===== src/rtl/ym_dbg_pkg.sv =====
// Shared definitions for the debug read-chain capture block.
//   YM_DBG_MAX_CHAIN : largest supported chain length (bits)
//   dbg_state_e      : capture sequencer states
package ym_dbg_pkg;
  localparam int YM_DBG_MAX_CHAIN = 256;

  typedef enum logic [2:0] {
    IDLE = 3'd0,
    PH1  = 3'd1,
    PH2  = 3'd2,
    SMP  = 3'd3,
    DONE = 3'd4
  } dbg_state_e;
endpackage


===== src/rtl/ym_dbg_shift_in.sv =====
// LSB-first serial-to-parallel deserialiser.
//   MCLK     : clock
//   rst_n    : async active-low clear of the word
//   shift_en : shift din in at the MSB end this cycle
//   din      : serial input bit
//   word     : assembled word; first bit shifted in ends up at bit 0
module ym_dbg_shift_in #(
  parameter int W = 16
) (
  input  logic         MCLK,
  input  logic         rst_n,
  input  logic         shift_en,
  input  logic         din,
  output logic [W-1:0] word
);
  always_ff @(posedge MCLK or negedge rst_n) begin
    if (!rst_n)        word <= '0;
    else if (shift_en) word <= {din, word[W-1:1]};
  end
endmodule


===== src/rtl/ym_dbg_capture.sv =====
// Host-side receiver for the serial debug read chain. Drives the phase
// strobes and the parallel-load pulse, deserialises the chain tail and
// offers the captured word on a valid/ready handshake.
//   MCLK, rst_n         : clock, async active-low reset
//   start, abort        : begin / cancel a capture
//   busy                : capture or delivery in progress
//   dbg_c1, dbg_c2      : chain phase enables
//   dbg_load            : chain parallel-load select (first PH1 only)
//   dbg_prev            : chain head serial input (tied 0)
//   dbg_next            : chain tail serial output
//   out_data/valid/ready: captured word handshake
module ym_dbg_capture
  import ym_dbg_pkg::*;
#(
  parameter int CHAIN_LEN = 16
) (
  input  logic                 MCLK,
  input  logic                 rst_n,
  input  logic                 start,
  input  logic                 abort,
  output logic                 busy,
  output logic                 dbg_c1,
  output logic                 dbg_c2,
  output logic                 dbg_load,
  output logic                 dbg_prev,
  input  logic                 dbg_next,
  output logic [CHAIN_LEN-1:0] out_data,
  output logic                 out_valid,
  input  logic                 out_ready
);
  localparam int CW = $clog2(CHAIN_LEN);

  if (CHAIN_LEN < 2 || CHAIN_LEN > YM_DBG_MAX_CHAIN) begin : g_bad_len
    $error("ym_dbg_capture: CHAIN_LEN out of range");
  end

  dbg_state_e    state_q, state_d;
  logic [CW-1:0] cnt_q;
  logic          last_bit;
  logic          shift_en;

  assign last_bit = (cnt_q == CW'(CHAIN_LEN - 1));
  assign dbg_prev = 1'b0;

  always_ff @(posedge MCLK or negedge rst_n) begin
    if (!rst_n) state_q <= IDLE;
    else        state_q <= state_d;
  end

  // Count is zeroed while idle so every capture starts at bit 0; it stops
  // at the last bit instead of wrapping.
  always_ff @(posedge MCLK or negedge rst_n) begin
    if (!rst_n)                            cnt_q <= '0;
    else if (state_q == IDLE)              cnt_q <= '0;
    else if (state_q == SMP && !last_bit)  cnt_q <= cnt_q + CW'(1);
  end

  always_comb begin
    state_d   = state_q;
    busy      = 1'b1;
    dbg_c1    = 1'b0;
    dbg_c2    = 1'b0;
    dbg_load  = 1'b0;
    out_valid = 1'b0;
    shift_en  = 1'b0;
    unique case (state_q)
      IDLE: begin
        busy = 1'b0;
        if (start && !abort) state_d = PH1;
      end
      PH1: begin
        dbg_c1   = 1'b1;
        dbg_load = (cnt_q == '0);
        state_d  = abort ? IDLE : PH2;
      end
      PH2: begin
        dbg_c2  = 1'b1;
        state_d = abort ? IDLE : SMP;
      end
      SMP: begin
        shift_en = 1'b1;
        if (abort)         state_d = IDLE;
        else if (last_bit) state_d = DONE;
        else               state_d = PH1;
      end
      DONE: begin
        out_valid = 1'b1;
        if (out_ready) state_d = IDLE;
      end
      default: begin
        busy    = 1'b0;
        state_d = IDLE;
      end
    endcase
  end

  ym_dbg_shift_in #(.W(CHAIN_LEN)) u_shift (
    .MCLK     (MCLK),
    .rst_n    (rst_n),
    .shift_en (shift_en),
    .din      (dbg_next),
    .word     (out_data)
  );
endmodule


===== config.mk =====
export PLATFORM = sky130hd
export DESIGN_NAME = ym_dbg_capture
export DESIGN_NICKNAME = d
export VERILOG_FILES = /design/src/rtl/ym_dbg_pkg.sv /design/src/rtl/ym_dbg_shift_in.sv /design/src/rtl/ym_dbg_capture.sv
export SDC_FILE = /design/constraint.sdc
export NUM_CORES = 1
export LEC_CHECK = 0
export BUFFER_PORTS_ARGS = -buffer_cell sky130_fd_sc_hd__buf_2
export CORE_MARGIN = 8
export CORE_UTILIZATION = 51
export CTS_CLUSTER_SIZE = 25
export DETAILED_ROUTE_END_ITERATION = 16
export MAX_ROUTING_LAYER = met4
export PLACE_DENSITY = 0.83
export REMOVE_ABC_BUFFERS = 1
export SLEW_MARGIN = 20
export SYNTH_ARGS = -nofsm -noshare
export SYNTH_HDL_FRONTEND = slang
export SYNTH_HIERARCHICAL = 1
export SYNTH_SLANG_ARGS = --single-unit

===== constraint.sdc =====
create_clock -name MCLK -period 2 [get_ports MCLK]
set_input_delay 0.2 -clock MCLK [delete_from_list [all_inputs] [get_ports MCLK]]
set_output_delay 0.2 -clock MCLK [all_outputs]
set_load 0.02 [all_outputs]

==> results.sh, run 1 <==
export IMPL_die_h_um=62.8
export IMPL_pin_count=28
export IMPL_antenna_found_initial=0
export IMPL_grt_busiest_layer="met2"
export IMPL_nFillCells=183
export IMPL_yosysWarningCount=6
export IMPL_areaGrowthSynthToFinish_pct=14.3
export IMPL_synth_ff_type="dfrtp_1"
export IMPL_clock_sinks=23
export IMPL_holdPathStages=2
export IMPL_nets=121
export IMPL_power_leakage_nw=0.675
export IMPL_finalSetupViolations=0
export IMPL_start_util=0.520
export IMPL_num_rows=17
export IMPL_maxCapViolCount=0
export IMPL_rsz0062_at_grt="no"
export IMPL_cp_max_fo=8
export IMPL_clock_latency_ps=290
export IMPL_path_cells="inv_2 > nor3_2 > and3_1 > buf_2"
export IMPL_postRouteAntennaNets=0
export IMPL_first_global_vias=783
export IMPL_timing_reg2reg_setup_slack_ps=390
export IMPL_p_per_area_nw_per_um2=778
export IMPL_grt_remaining_overflow=0
export IMPL_worstReg2RegStart="state_q[0]"
export IMPL_r2r_end="u_shift/word[0]"
export IMPL_synthCells=85
export IMPL_htree_levels=1
export IMPL_crit_path_top_delay_cell="dfrtp_1"
export IMPL_synth_compound_area_frac=0.0885
export IMPL_min_path_type="primary input to flop"
export IMPL_via_per_inst=5.55
export IMPL_ys_async_sr_fraction=1.00
export IMPL_regArea_um2=576
export IMPL_vias=777
export IMPL_yosysSeqAreaShare=0.515
export IMPL_fin_crit_sh=0.825
export IMPL_grt_pass1_wl_mm=3.54
export IMPL_layout_min_cycle_time_ps=1650
export IMPL_die_area_um2=3940
export IMPL_ir_worst_vdd_mv=0.390
export IMPL_finalPower_w=0.000994
export IMPL_critPathKind="flop to output pin"
export IMPL_synth_xor_xnor_area_share=0.00784
export IMPL_wl_mm=2.03
export IMPL_cts_inserted_buffers=3
export IMPL_avgRoutedWirePerCell_um=14.5
export IMPL_core_area_um2=2150
export IMPL_min_from="out_ready"
export IMPL_root_buffer="clkbuf_4"
export IMPL_netlist_area_um2=1120
export IMPL_max_freq_mhz=606
export IMPL_drive_gt1_frac=0.473
export IMPL_cp_start_kind="flop"
export IMPL_drt_iter0_markers=37
export IMPL_synth_distinct_cells=34
export IMPL_met1_usage=0.125
export IMPL_clock_skew_final_ps=1.17
export IMPL_groute_usage_overall=0.109
export IMPL_hold_end="state_q[2]"
export IMPL_synth_seq_cells=23
export IMPL_end_kind="output pin"
export IMPL_run_status="completed"
export IMPL_cts_resized=0
export IMPL_dpl_hpwl_mm=1.54
export IMPL_hold_viol_final=0
export IMPL_cp_arrival_ps=1450
export IMPL_diodes=0
export IMPL_synth_mux_area_frac=0.195
export IMPL_synthAdderAreaFrac=0.0224
export IMPL_grt_max_degree=24
export IMPL_die_x_um=62.8
export IMPL_met3_usage=0.0323
export IMPL_final_setup_tns_ps=0
export IMPL_numPortBuffers=26
export IMPL_cts_tree="yes"
export IMPL_cts_buffer_depth=2
export IMPL_post_cts_buffers=0
export IMPL_worstPathRequired_ps=1800
export IMPL_drv_slew=0
export IMPL_slowest_delay_ps=510
export IMPL_multiInputGateArea_um2=463
export IMPL_reg2reg_depth=5
export IMPL_cts_clk_slew_worst_paths_ps=120
export IMPL_route_detailed_drc=0
export IMPL_syn_avg_cell_area_um2=13.1
export IMPL_drtPass1Iterations=4
export IMPL_synthSimpleGateAreaFrac=0.0974
export IMPL_gp_congestion=1.01
export IMPL_gr_usage_met2=0.173
export IMPL_synth_edf_count=0
export IMPL_hold_buffers=1
export IMPL_synth_top_family_by_area="multiplexers"
## sequential cells by signal, summed over array words and instances, names as in the netlist
| signal | cells |
|---|---|
| state_q | 3 |
| u_shift/word | 16 |
| cnt_q | 4 |
## power breakdown
part	internal [W]	total [W]	switching, W	leakage (nW)
Combinational	0.000106	0.000245	0.000140	0.344
Sequential	0.000508	0.000545	0.0000364	0.316
Clock	0.0000775	0.000204	0.000127	0.0150
Total	0.000691	0.000994	0.000303	0.675
## cell type report
type,instances,share of cell area
clock buffers,4,0.0206
flip-flops and latches,23,0.451
inverters,6,0.0176
well taps,28,0.0274
multi-input cells,50,0.362
repair buffers,29,0.121
## Yosys cell counts, drive strengths merged, types with 2 or more instances
library cell,number,area share
nand4,2,0.011
dfrtp,23,0.52
and4,2,0.017
buf,6,0.050
and3,2,0.011
ha,2,0.022
inv,6,0.020
nor3,2,0.013
a21oi,2,0.0090
nand2,4,0.013
nor2,3,0.010
mux2,16,0.19
## cells by family after synthesis
| group | after synthesis |
|---|---|
| flops | 23 |
| buf+inv | 12 |
| fa+ha+maj | 2 |
| mux | 16 |
| simple gates | 17 |
| xor+xnor | 1 |
| compound gates | 13 |
| other cells | 1 |
## cell usage in the layout (no fill, tap or decap), types with 2 or more instances in the layout
| master | count |
|---|---|
| buf_2 | 26 |
| dfrtp_1 | 23 |
| mux2_4 | 10 |
| mux2_2 | 6 |
| inv_1 | 5 |
| nand2_1 | 4 |
| nor2_1 | 3 |
| clkbuf_4 | 3 |
| and3_1 | 2 |
| nand4_1 | 2 |
| a21oi_1 | 2 |
| ha_1 | 2 |
| buf_4 | 2 |
## per-stage QoR
stage,hold WS [ps],cells,setup slack (ps),area (µm²),util
after global placement,185,135,490,1240,0.578
after detailed placement,196,135,416,1240,0.578
final,70.0,140,351,1280,0.595
after global routing,64.0,140,252,1280,0.595
after CTS,63.4,140,348,1280,0.595
after floorplan,-95.6,79,317,1060,-
## per-layer routing
| layer | routed length, µm | part of all wire |
|---|---|---|
| met2 | 938 | 0.46 |
| met5 | 0 | 0 |
| met4 | 29 | 0.014 |
| met3 | 149 | 0.073 |
| met1 | 912 | 0.45 |
## critical path, delay by kind of cell, from the launching register on
| kind | cells | cell delay (ps) |
|---|---|---|
| DFF | 1 | 510 |
| and+or+nand+nor | 2 | 380 |
| buffers and inverters | 2 | 270 |
## worst max-delay path by stage
stage	start	endpoint	slack [ps]	cells past startpoint
floorplan	state_q[0]	u_shift/word[15]	320	4
global placement	state_q[0]	u_shift/word[15]	490	5
detailed placement	state_q[0]	u_shift/word[0]	420	5
CTS	state_q[0]	dbg_load	350	4
global route	state_q[0]	dbg_load	250	4
finish	state_q[0]	dbg_load	350	4
No activity file was read; power rests on OpenSTA's default activity.
==> run 2, diff against run 1 <==
--- a/config.mk
+++ b/config.mk
@@ -7,11 +7,11 @@
 export LEC_CHECK = 0
 export BUFFER_PORTS_ARGS = -buffer_cell sky130_fd_sc_hd__buf_2
 export CORE_MARGIN = 8
-export CORE_UTILIZATION = 51
+export CORE_UTILIZATION = 46
 export CTS_CLUSTER_SIZE = 25
 export DETAILED_ROUTE_END_ITERATION = 16
 export MAX_ROUTING_LAYER = met4
-export PLACE_DENSITY = 0.83
+export PLACE_DENSITY = 0.79
 export REMOVE_ABC_BUFFERS = 1
 export SLEW_MARGIN = 20
 export SYNTH_ARGS = -nofsm -noshare
==> constraint.sdc (replaced) <==
create_clock -name MCLK -period 1.5 [get_ports MCLK]
set_input_delay 0.15 -clock MCLK [delete_from_list [all_inputs] [get_ports MCLK]]
set_output_delay 0.15 -clock MCLK [all_outputs]
set_load 0.02 [all_outputs]
==> results.sh, run 2 (synthesis results as in run 1) <==
export IMPL_whs_ps=16.7
export IMPL_fin_crit_sh=1.04
export IMPL_clock_sinks=23
export IMPL_grt_pass1_wl_mm=4.12
export IMPL_drtPass1Iterations=4
export IMPL_grt_remaining_overflow=0
export IMPL_avgRoutedWirePerCell_um=16.0
export IMPL_largest_reg_flops=16
export IMPL_regArea_um2=576
export IMPL_slowest_delay_ps=420
export IMPL_end_kind="output pin"
export IMPL_areaGrowthSynthToFinish_pct=28.2
export IMPL_root_buffer="clkbuf_4"
export IMPL_maxCapViolCount=0
export IMPL_relSlewSlack=0.659
export IMPL_top_register="u_shift/word"
export IMPL_via_per_inst=5.28
export IMPL_hold_end="state_q[0]"
export IMPL_mostFrequentLayoutCells="24 x buf_2, 23 x dfrtp_1, 10 x mux2_4"
export IMPL_p_per_area_nw_per_um2=987
export IMPL_max_freq_mhz=643
export IMPL_final_setup_worst_slack_ps=-55.2
export IMPL_crit_family="simple AND/OR/NAND/NOR gates"
export IMPL_timing_reg2reg_setup_slack_ps=60
export IMPL_die_area_um2=4260
export IMPL_post_route_cell_area_um2=1430
export IMPL_top_regs="u_shift/word x16, cnt_q x4, state_q x3"
export IMPL_wl_mm=2.44
export IMPL_worst_pin_slew_ps=511
export IMPL_cp_start_kind="flop"
export IMPL_cts_clk_slew_worst_paths_ps=130
export IMPL_hold_viol_final=0
export IMPL_rsz0062_at_grt="yes"
export IMPL_critPathKind="flop to output pin"
export IMPL_final_setup_tns_ps=-55.2
export IMPL_first_global_vias=873
export IMPL_path_cells="buf_6 > nor3_4 > and3_4 > buf_6"
export IMPL_diodes=0
export IMPL_ir_worst_vdd_mv=0.526
export IMPL_drv_slew=0
export IMPL_num_rows=18
export IMPL_layout_min_cycle_time_ps=1560
export IMPL_crit_path_top_delay_cell="dfrtp_1"
export IMPL_drt_iter0_markers=43
export IMPL_run_status="complete, but fails checks"
export IMPL_cts_inserted_buffers=3
export IMPL_cp_num_buf_inv=2
export IMPL_clock_skew_final_ps=2.86
export IMPL_worstPathRequired_ps=1350
export IMPL_core_area_um2=2390
export IMPL_final_common_cell="buf_2"
export IMPL_htree_levels=1
export IMPL_holdPathStages=2
export IMPL_min_path_type="primary input to flop"
export IMPL_route_detailed_drc=0
export IMPL_nFillCells=206
export IMPL_r2r_end="u_shift/word[15]"
export IMPL_reg2reg_depth=6
export IMPL_numPortBuffers=26
export IMPL_multiInputGateArea_um2=484
export IMPL_cts_buffer_depth=2
export IMPL_start_util=0.468
export IMPL_dpl_hpwl_mm=1.60
export IMPL_min_from="abort"
export IMPL_pin_count=28
export IMPL_violations="setup timing"
export IMPL_cpMostUsedCell="buf_6"
export IMPL_power_leakage_nw=0.737
export IMPL_postRouteAntennaNets=0
export IMPL_drive_gt1_frac=0.557
export IMPL_die_x_um=65.3
export IMPL_cp_arrival_ps=1410
export IMPL_place_area_um2=1270
export IMPL_nets=131
export IMPL_final_util=0.600
export IMPL_vias=803
export IMPL_gp_congestion=0.921
export IMPL_finalSetupViolations=1
export IMPL_worstReg2RegStart="state_q[2]"
export IMPL_die_h_um=65.3
export IMPL_groute_usage_overall=0.124
export IMPL_grt_max_degree=24
export IMPL_cp_max_fo=4
export IMPL_clock_latency_ps=300
export IMPL_cts_tree="yes"
export IMPL_antenna_found_initial=0
run 2: cell count changes in the layout (fill, tap and decap cells not counted), sizes merged:
cell  previous run  this run
buf             28        38
run 2: worst max-delay path by stage:
stage,startpoint,endpoint,slack [ps],depth (start not counted)
2_1_floorplan,state_q[0],u_shift/word[15],-180,4
3_5_place_dp,state_q[2],u_shift/word[2],90,5
4_1_cts,state_q[0],dbg_load,-20,5
6_report,state_q[2],dbg_load,-60,4
5_1_grt,state_q[2],dbg_load,-130,4
3_3_place_gp,cnt_q[1],cnt_q[1],90,4
run 2: cell type report:
type                    instances  share of cell area
repair buffers                 39               0.195
flip-flops and latches         23               0.402
multi-input cells              50               0.338
well taps                      30              0.0262
clock buffers                   4              0.0183
inverters                       6              0.0210
run 2: per-stage QoR:
stage / cells / worst slack, ps / total power (W)
6_report: 152 / -55.2 / 0.00141
5_1_grt: 152 / -125 / 0.00149
4_1_cts: 151 / -23.9 / 0.00141
3_5_place_dp: 139 / 91.1 / 0.00108
3_3_place_gp: 139 / 91.0 / 0.00107
2_1_floorplan: 79 / -183 / 0.000945
run 2: power breakdown:
part / internal [W] / total [W] / switching (W)
Sequential: 0.000678 / 0.000729 / 0.0000511
Combinational: 0.000192 / 0.000402 / 0.000210
Clock: 0.000104 / 0.000284 / 0.000180
run 2: worst register-to-register path, cell delays in order (launching register included):
cell	delay (ps)
dfrtp_1	420
buf_4	150
nor2b_4	120
nand2_2	90
inv_4	110
buf_12	130
mux2_2	330
run 2: what timing repair did:
action | CTS | global route
cloned | 1 | 0
pin swaps | 2 | 2
hold buffers | 1 | 0
buffers inserted | 6 | 1
gates resized for setup | 11 | 4
hold endpoints to repair | 23 | 0
endpoints found under the setup margin | 5 | 11
run 2: per-layer routing:
layer  track usage  up-vias  routed length (µm)
met5             -        -                   0
met1         0.141      398                1010
met2         0.208       25                1260
met3        0.0323        2                 165
li1              -      378                   -
met4        0.0409        0                   8
==> run 3, diff against run 2 <==
--- a/config.mk
+++ b/config.mk
@@ -6,6 +6,7 @@
 export NUM_CORES = 1
 export LEC_CHECK = 0
 export BUFFER_PORTS_ARGS = -buffer_cell sky130_fd_sc_hd__buf_2
+export CORE_ASPECT_RATIO = 1.2
 export CORE_MARGIN = 8
 export CORE_UTILIZATION = 46
 export CTS_CLUSTER_SIZE = 25
@@ -18,3 +19,4 @@
 export SYNTH_HDL_FRONTEND = slang
 export SYNTH_HIERARCHICAL = 1
 export SYNTH_SLANG_ARGS = --single-unit
+export TNS_END_PERCENT = 1
==> results.sh, run 3 (synthesis results as in run 1) <==
export IMPL_run_status="complete, but fails checks"
export IMPL_violations="setup timing"
export IMPL_hold_viol_final=0
export IMPL_mostFrequentLayoutCells="23 x buf_2, 22 x dfrtp_1, 10 x mux2_4"
export IMPL_met1_usage=0.131
export IMPL_crit_family="flip-flops"
export IMPL_maxCapViolCount=0
export IMPL_ir_worst_vdd_mv=0.589
export IMPL_antenna_found_initial=0
export IMPL_final_cells=152
export IMPL_drv_slew=0
export IMPL_fin_crit_sh=1.02
export IMPL_end_kind="output pin"
export IMPL_cts_buffer_depth=2
export IMPL_finalSetupViolations=2
export IMPL_place_area_um2=1270
export IMPL_top_register="u_shift/word"
export IMPL_areaGrowthSynthToFinish_pct=27.8
export IMPL_first_global_vias=895
export IMPL_cp_max_fo=6
export IMPL_postRouteAntennaNets=0
export IMPL_p_per_area_nw_per_um2=979
export IMPL_num_rows=19
export IMPL_via_per_inst=5.36
export IMPL_post_route_cell_area_um2=1430
export IMPL_grt_busiest_layer="met2"
export IMPL_cp_start_kind="flop"
export IMPL_final_setup_worst_slack_ps=-26.5
export IMPL_cts_tree="yes"
export IMPL_final_common_cell="buf_2"
export IMPL_slowest_delay_ps=430
export IMPL_layout_min_cycle_time_ps=1530
export IMPL_max_freq_mhz=655
export IMPL_cts_inserted_buffers=3
export IMPL_nets=130
export IMPL_min_path_type="primary input to flop"
export IMPL_drt_iter0_markers=23
export IMPL_die_h_um=70.0
export IMPL_start_util=0.485
export IMPL_grt_max_degree=24
export IMPL_worst_pin_slew_ps=507
export IMPL_diodes=0
export IMPL_path_cells="buf_6 > nor3_4 > and3_4 > buf_6"
export IMPL_power_leakage_nw=0.728
export IMPL_dpl_hpwl_mm=1.65
export IMPL_cp_num_buf_inv=2
export IMPL_root_buffer="clkbuf_4"
export IMPL_clock_sinks=23
export IMPL_vias=815
export IMPL_critPathKind="flop to output pin"
export IMPL_worstPathRequired_ps=1350
export IMPL_groute_usage_overall=0.119
export IMPL_cp_arrival_ps=1380
export IMPL_crit_path_top_delay_cell="dfrtp_1"
export IMPL_die_area_um2=4270
export IMPL_grt_pass1_wl_mm=3.85
export IMPL_met3_usage=0.0238
export IMPL_cpMostUsedCell="buf_6"
export IMPL_die_x_um=61.0
export IMPL_gr_usage_met2=0.196
export IMPL_avgRoutedWirePerCell_um=16.0
export IMPL_clock_latency_ps=300
export IMPL_top_regs="u_shift/word x16, cnt_q x4, state_q x3"
export IMPL_pin_count=28
export IMPL_numPortBuffers=26
export IMPL_relSlewSlack=0.662
export IMPL_wl_mm=2.43
export IMPL_clock_skew_final_ps=6.11
export IMPL_drtPass1Iterations=4
export IMPL_cts_clk_slew_worst_paths_ps=110
export IMPL_dp_cells=140
export IMPL_route_detailed_drc=0
export IMPL_grt_remaining_overflow=0
export IMPL_gp_congestion=0.854
export IMPL_core_area_um2=2310
export IMPL_largest_reg_flops=16
export IMPL_htree_levels=1
export IMPL_rsz0062_at_grt="yes"
export IMPL_drive_gt1_frac=0.562
[run 3: cell types whose count changed in the layout (fill, tap and decap cells not counted), sizes merged]
cell / previous run / this run
buf: 38 / 37
[run 3: final timing paths]
kind | from | to | slack, ps | cells after the start
max | state_q[2] | dbg_load | -30 | 4
min | abort | state_q[0] | 30 | 2
max reg2reg | state_q[2] | u_shift/word[0] | 30 | 6
min reg2reg | u_shift/word[9] | u_shift/word[8] | 540 | 1
max in group asynchronous | rst_n | state_q[1] | 780 | 2
min in group asynchronous | rst_n | u_shift/word[8] | 340 | 2
[run 3: routing by layer]
metal  routed length [µm]  part of all wire  vias to the layer above
met5                    0                 0                        -
met2                 1220              0.50                       39
met4                   46             0.019                        0
met1                  983              0.40                      395
met3                  183             0.075                        6
li1                     -                 -                      375
[run 3: stage by stage]
stage               power [W]  hold WS [ps]   util  setup TNS, ps  setup WS [ps]
floorplan            0.000945          -146      -          -2420           -183
global placement      0.00107           136  0.552              0           92.4
detailed placement    0.00108           151  0.552              0           63.2
CTS                   0.00141          18.4  0.616          -14.3          -14.3
global route          0.00148          7.56  0.619           -433           -103
finish                0.00140          30.6  0.619          -35.5          -26.5
[run 3: area by class of cell]
cell class / instances / area (µm²)
tap: 31 / 38.8
fill: 186 / 878
clock buffer: 4 / 26.3
sequential: 23 / 577
inverter: 6 / 30.0
timing repair buffer: 38 / 274
multi-input combinational: 50 / 482
[run 3: worst reg2reg max path, stage by stage, from the launching register on]
cell and delay, ps:
dfrtp_1 430, buf_4 150, nor2b_4 110, nand2_2 90, inv_4 110, buf_12 130, mux2_2 340
[run 3: report_power, final]
part           total, W  switching [W]  leakage [nW]  internal, W
combinational  0.000395       0.000203         0.399     0.000192
clock          0.000273       0.000169        0.0150     0.000104
sequential     0.000731      0.0000527         0.314     0.000679
[run 3: timing repair]
item,in CTS,in global routing
gates resized for setup,14,3
endpoints found under the setup margin,5,9
hold endpoints to repair,23,0
buffers inserted,6,0
cloned,1,0
hold buffers,1,0
pin swaps,2,0
